**src/rtl/uart_dbg_cmd_rx.sv**
```systemverilog
// Debug command receiver: 8N1 UART bytes -> 0xA5-framed commands driving CPU halt/step and
// instruction-memory writes.
//   bit FSM   | meaning                     frame FSM    | meaning
//   B_IDLE    | wait for falling edge       F_HUNT       | wait for 0xA5 sync byte
//   B_START   | confirm start at mid-bit    F_CMD/F_ADDR | command / address byte
//   B_DATA    | shift in 8 bits, LSB first  F_D0..F_D3   | data bytes, little-endian
//   B_STOP    | check stop bit              F_CK         | XOR checksum, decode on match
module uart_dbg_cmd_rx #(
    parameter int CLK_FREQ      = 50_000_000,
    parameter int BAUD          = 115200,
    parameter int TIMEOUT_BYTES = 4
) (
    input  logic        clk,
    input  logic        resetn,
    input  logic        rx,
    output logic        halt_o,
    output logic        step_o,
    output logic        im_we_o,
    output logic [31:0] im_addr_o,
    output logic [31:0] im_data_o,
    output logic        cmd_valid_o,
    output logic [7:0]  cmd_o,
    output logic        frame_err_o,
    output logic        timeout_err_o
);

    localparam int CLKS_PER_BIT = CLK_FREQ / BAUD;
    localparam int GAP_TICKS    = TIMEOUT_BYTES * 10 * CLKS_PER_BIT;
    localparam int CW           = $clog2(CLKS_PER_BIT + 1);
    localparam int GW           = $clog2(GAP_TICKS + 1);
    localparam logic [CW-1:0] FULL_LOAD = CW'(CLKS_PER_BIT - 1);
    localparam logic [CW-1:0] HALF_LOAD = CW'(CLKS_PER_BIT / 2 - 1);
    localparam logic [GW-1:0] GAP_LOAD  = GW'(GAP_TICKS);

    typedef enum logic [1:0] {B_IDLE, B_START, B_DATA, B_STOP} bit_state_t;
    typedef enum logic [2:0] {F_HUNT, F_CMD, F_ADDR, F_D0, F_D1, F_D2, F_D3, F_CK} frame_state_t;

    logic         rx_meta, rx_sync, rx_prev;
    bit_state_t   bit_state;
    logic [CW-1:0] baud_cnt;
    logic [2:0]   bit_idx;
    logic [7:0]   rx_byte;
    logic         byte_done, byte_err;

    frame_state_t frame_state;
    logic [7:0]   cmd_r, addr_r, ck_acc;
    logic [31:0]  data_r;
    logic [GW-1:0] gap_cnt;

    // rx_prev is one flop behind rx_sync and only used for falling-edge detect
    always_ff @(posedge clk) begin
        if (resetn) begin
            rx_meta <= 1'b1;
            rx_sync <= 1'b1;
            rx_prev <= 1'b1;
        end else begin
            rx_meta <= rx;
            rx_sync <= rx_meta;
            rx_prev <= rx_sync;
        end
    end

    always_ff @(posedge clk) begin
        if (resetn) begin
            bit_state <= B_IDLE;
            baud_cnt  <= '0;
            bit_idx   <= '0;
            rx_byte   <= '0;
            byte_done <= 1'b0;
            byte_err  <= 1'b0;
        end else begin
            byte_done <= 1'b0;
            byte_err  <= 1'b0;
            case (bit_state)
                B_IDLE: begin
                    if (rx_prev && !rx_sync) begin
                        bit_state <= B_START;
                        baud_cnt  <= HALF_LOAD;
                    end
                end
                B_START: begin
                    if (baud_cnt == '0) begin
                        if (!rx_sync) begin
                            bit_state <= B_DATA;
                            baud_cnt  <= FULL_LOAD;
                            bit_idx   <= '0;
                        end else begin
                            bit_state <= B_IDLE;
                        end
                    end else begin
                        baud_cnt <= baud_cnt - CW'(1);
                    end
                end
                B_DATA: begin
                    if (baud_cnt == '0) begin
                        rx_byte  <= {rx_sync, rx_byte[7:1]};
                        baud_cnt <= FULL_LOAD;
                        bit_idx  <= bit_idx + 3'd1;
                        if (bit_idx == 3'd7)
                            bit_state <= B_STOP;
                    end else begin
                        baud_cnt <= baud_cnt - CW'(1);
                    end
                end
                B_STOP: begin
                    if (baud_cnt == '0) begin
                        bit_state <= B_IDLE;
                        if (rx_sync)
                            byte_done <= 1'b1;
                        else
                            byte_err  <= 1'b1;
                    end else begin
                        baud_cnt <= baud_cnt - CW'(1);
                    end
                end
            endcase
        end
    end

    // Byte events take precedence over the gap timer, so error pulses stay mutually exclusive
    always_ff @(posedge clk) begin
        if (resetn) begin
            frame_state   <= F_HUNT;
            cmd_r         <= '0;
            addr_r        <= '0;
            ck_acc        <= '0;
            data_r        <= '0;
            gap_cnt       <= GAP_LOAD;
            halt_o        <= 1'b0;
            step_o        <= 1'b0;
            im_we_o       <= 1'b0;
            im_addr_o     <= '0;
            im_data_o     <= '0;
            cmd_valid_o   <= 1'b0;
            cmd_o         <= '0;
            frame_err_o   <= 1'b0;
            timeout_err_o <= 1'b0;
        end else begin
            step_o        <= 1'b0;
            im_we_o       <= 1'b0;
            cmd_valid_o   <= 1'b0;
            frame_err_o   <= 1'b0;
            timeout_err_o <= 1'b0;
            if (byte_err) begin
                frame_err_o <= 1'b1;
                frame_state <= F_HUNT;
                gap_cnt     <= GAP_LOAD;
            end else if (byte_done) begin
                gap_cnt <= GAP_LOAD;
                case (frame_state)
                    F_HUNT: begin
                        if (rx_byte == 8'hA5)
                            frame_state <= F_CMD;
                    end
                    F_CMD: begin
                        cmd_r       <= rx_byte;
                        ck_acc      <= rx_byte;
                        frame_state <= F_ADDR;
                    end
                    F_ADDR: begin
                        addr_r      <= rx_byte;
                        ck_acc      <= ck_acc ^ rx_byte;
                        frame_state <= F_D0;
                    end
                    F_D0: begin
                        data_r[7:0] <= rx_byte;
                        ck_acc      <= ck_acc ^ rx_byte;
                        frame_state <= F_D1;
                    end
                    F_D1: begin
                        data_r[15:8] <= rx_byte;
                        ck_acc       <= ck_acc ^ rx_byte;
                        frame_state  <= F_D2;
                    end
                    F_D2: begin
                        data_r[23:16] <= rx_byte;
                        ck_acc        <= ck_acc ^ rx_byte;
                        frame_state   <= F_D3;
                    end
                    F_D3: begin
                        data_r[31:24] <= rx_byte;
                        ck_acc        <= ck_acc ^ rx_byte;
                        frame_state   <= F_CK;
                    end
                    F_CK: begin
                        frame_state <= F_HUNT;
                        if (rx_byte == ck_acc) begin
                            cmd_valid_o <= 1'b1;
                            cmd_o       <= cmd_r;
                            case (cmd_r)
                                8'h01: halt_o <= 1'b1;
                                8'h02: halt_o <= 1'b0;
                                8'h03: step_o <= halt_o;
                                8'h10: begin
                                    im_we_o   <= 1'b1;
                                    im_addr_o <= {22'b0, addr_r, 2'b00};
                                    im_data_o <= data_r;
                                end
                                default: ;
                            endcase
                        end else begin
                            frame_err_o <= 1'b1;
                        end
                    end
                endcase
            end else if (frame_state != F_HUNT) begin
                if (gap_cnt == GW'(1)) begin
                    timeout_err_o <= 1'b1;
                    frame_state   <= F_HUNT;
                    gap_cnt       <= GAP_LOAD;
                end else begin
                    gap_cnt <= gap_cnt - GW'(1);
                end
            end else begin
                gap_cnt <= GAP_LOAD;
            end
        end
    end

endmodule

```
**config.mk**
```make
export PLATFORM = sky130hd
export DESIGN_NAME = uart_dbg_cmd_rx
export DESIGN_NICKNAME = d
export VERILOG_FILES = /design/src/rtl/uart_dbg_cmd_rx.sv
export SDC_FILE = /design/constraint.sdc
export NUM_CORES = 1
export LEC_CHECK = 0
export ABC_AREA = 1
export CAP_MARGIN = 5
export CORE_MARGIN = 1.5
export CORE_UTILIZATION = 40
export CTS_BUF_LIST = sky130_fd_sc_hd__clkbuf_4 sky130_fd_sc_hd__clkbuf_8 sky130_fd_sc_hd__clkbuf_16
export CTS_CLUSTER_DIAMETER = 80
export CTS_CLUSTER_SIZE = 16
export DETAILED_ROUTE_END_ITERATION = 10
export HOLD_SLACK_MARGIN = 0.05
export PLACE_DENSITY_LB_ADDON = 0.3
export SETUP_SLACK_MARGIN = 0.3
export SLEW_MARGIN = 20
export SYNTH_ARGS = -nofsm -noshare
export SYNTH_HDL_FRONTEND = slang
export SYNTH_SLANG_ARGS = --single-unit
```
**constraint.sdc**
```tcl
create_clock -name clk -period 2.3 [get_ports clk]
set_input_delay 0.46 -clock clk [delete_from_list [all_inputs] [get_ports clk]]
set_output_delay 0.46 -clock clk [all_outputs]
set_load 0.005 [all_outputs]
```
==> results.json <==
{
  "whs_ns": 0.439,
  "fin_nets": 1031,
  "antenna_found_initial": 0,
  "start_util": 0.409,
  "dp.cells": 1215,
  "critPathTopFamily": "buffers and inverters",
  "clk_latency_ns": 0.43,
  "dp_hpwl_mm": 9.44,
  "synth.avg_cell_area_sq_um": 7.08,
  "wl_per_cell_um": 11.7,
  "period_share": 0.818,
  "slew_headroom": 0.641,
  "worstSetupPathType": "reg2out",
  "core_area_sq_mm": 0.0166,
  "power_frac_clock": 0.397,
  "p_seq_frac": 0.440,
  "gp_congestion": 0.845,
  "combPwrFrac": 0.163,
  "grt_pass1_wl_mm": 24.3,
  "synth_cell_types": 28,
  "fin_area_sq_mm": 0.00803,
  "finalNonFillerCells": 1246,
  "ys_dominant_reg_cell": "dfxtp_1",
  "diodes": 0,
  "place.port_buffers": 56,
  "drive_above_1_share": 0.0663,
  "leakage_nw": 3.74,
  "period_needed_ns": 1.88,
  "crit_chain": "clkdlybuf4s50_1",
  "synthToLayoutAreaGrowth_pct": 18.3,
  "power_switching_mw": 1.93,
  "rrSetupSlack_ns": 0.45,
  "die_x_um": 133,
  "drtIter0Drc": 276,
  "row_count": 47,
  "drt_first_pass_iters": 5,
  "via_per_inst": 4.65,
  "setup_tns_ns": 0,
  "maxCapViolCount": 0,
  "rsz0062_at_grt": "no",
  "num_vias": 5795,
  "skew_ns": 0.00927,
  "cts_tree": "done",
  "seq_area_sq_mm": 0.00310,
  "ys_ff_latch": 155,
  "async_reset_ff_frac": 0,
  "hold_viol_final": 0,
  "ir_worst_vdd_mv": 0.549,
  "drt-total-wl_mm": 14.5,
  "status": "complete, no violations",
  "required_ns": 1.84,
  "post-place-ws_ns": 0.326,
  "cts_buffers": 17,
  "clk_pin_slew_ns": 0.06,
  "end_kind": "output port",
  "arrival_ns": 1.42,
  "grt_pass1_vias": 5091,
  "utilization": 0.484,
  "globalRoute.totalOverflow": 0,
  "place_area_sq_mm": 0.00747,
  "fillerInstances": 1672,
  "drc_errors": 0,
  "worstPathMaxFanout": 3,
  "setup_viol_count_final": 0,
  "tightest_slew_ns": 0.535,
  "htreeDepth": 4,
  "ant_nets": 0,
  "hold_class": "reg2reg",
  "synth-edff-count": 0,
  "grt_max_degree": 99,
  "crit_path_start_kind": "flop",
  "slowest_stage": "clkdlybuf4s50_1",
  "die_h_um": 133,
  "setup_slack_ns": 0.418,
  "io_pins": 81,
  "ctsLongestPathBuffers": 2,
  "crit_buf_inv": 1,
  "cts.sinks": 155,
  "cpPeakStageDelay_ns": 0.55,
  "die-area_sq_mm": 0.0178,
  "ys_seq_area_frac": 0.457,
  "slew_violations": 0,
  "finalPower_mw": 6.50,
  "track_usage": 0.170,
  "p_int_mw": 4.57,
  "switching_share": 0.297,
  "max_freq_mhz": 531,
  "clockRootBuffer": "clkbuf_16",
  "power.density_mw_per_mm2": 810,
  "syn_area_sq_mm": 0.00679,
  "synth_warnings": 0,
  "multi_input_comb_area_sq_mm": 0.00298,
  "synth_cells": 959
}
-- final cells by class --
class	instances	share of cell area
inverter	116	0.0542
tap	220	0.0343
timing repair buffer	69	0.0851
multi-input combinational	655	0.372
clock buffer	20	0.0573
clock inverter	11	0.0109
sequential	155	0.386
-- cell families after synthesis --
family,after synthesis,synth area share
buffers and inverters,172,0.117
xor gates and xnor gates,9,0.0116
AOI/OAI and AO/OA,165,0.122
and+or+nand+nor,443,0.265
DFF,155,0.457
other,1,0.000553
adders and majority gates,14,0.0258
-- flip-flops by register name, indices dropped and copies added, names as in the netlist, 8 cells and up, named ones only --
register and count:
data_r 32, im_data_o 32, gap_cnt 15, baud_cnt 9
addr_r 8, ck_acc 8, cmd_o 8, cmd_r 8
im_addr_o 8, rx_byte 8
-- power groups by stage --
stage | Sequential, mW | Combinational [mW] | Clock (mW)
final | 2.86 | 1.06 | 2.58
after floorplan | 2.90 | 0.829 | 0
after CTS | 2.86 | 1.04 | 2.65
after global routing | 2.88 | 1.22 | 2.77
after detailed placement | 2.92 | 1.04 | 0
after global placement | 2.92 | 1.03 | 0
-- path summary, 6_finish.rpt --
path	cells after the start	endpoint	from
worst max register to register	11	im_data_o[3]	rx_byte[3]
worst max-delay path	1	halt_o	halt_o
worst min register to register	1	rx_sync	rx_meta
worst min-delay path	1	rx_sync	rx_meta
-- synth_stat cells, types with 2 or more instances --
master,number,area (sq um)
nand3_1,31,155
nor4_1,2,12.5
o21ai_0,76,380
nand2_1,226,848
nand2_2,2,12.5
inv_2,9,33.8
clkbuf_1,9,33.8
buf_4,26,195
nor2_1,154,578
a21oi_1,87,435
dfxtp_1,155,3100
inv_1,107,402
nand4_1,8,50.1
nor3_1,9,45.0
nor2_4,2,22.5
ha_1,14,175
xor2_1,8,70.1
nor2_2,3,18.8
buf_6,4,45.0
or2_2,3,18.8
buf_2,17,85.1
-- per-layer routing --
metal | track usage | part of all wire | vias up
met1 | 0.219 | 0.48 | 2580
met4 | 0.0791 | 0.027 | 0
met3 | 0.0502 | 0.044 | 26
met2 | 0.262 | 0.45 | 122
met5 | 0 | 0 | -
li1 | - | - | 3067
-- placed cells by master, fill, tap and decap left out, drive strengths merged --
cell type / count
nor2: 159
o21ai: 76
o221ai: 1
ha: 14
nor4: 2
clkinv: 4
xor2: 8
clkinvlp: 4
dfxtp: 155
clkdlybuf4s50: 56
nand3b: 1
nand3: 32
nor3: 9
inv: 119
a31oi: 1
nand2: 228
a21oi: 87
conb: 24
nand4: 9
buf: 13
or2: 3
xnor2: 1
clkbuf: 20
-- what timing repair did --
action	4_1_cts	5_1_grt
hold buffers	0	0
endpoints found under the setup margin	0	17
setup buffers	0	0
resized for setup	0	3
endpoints found under the hold margin	0	0
(Power assumes the default switching activity.)
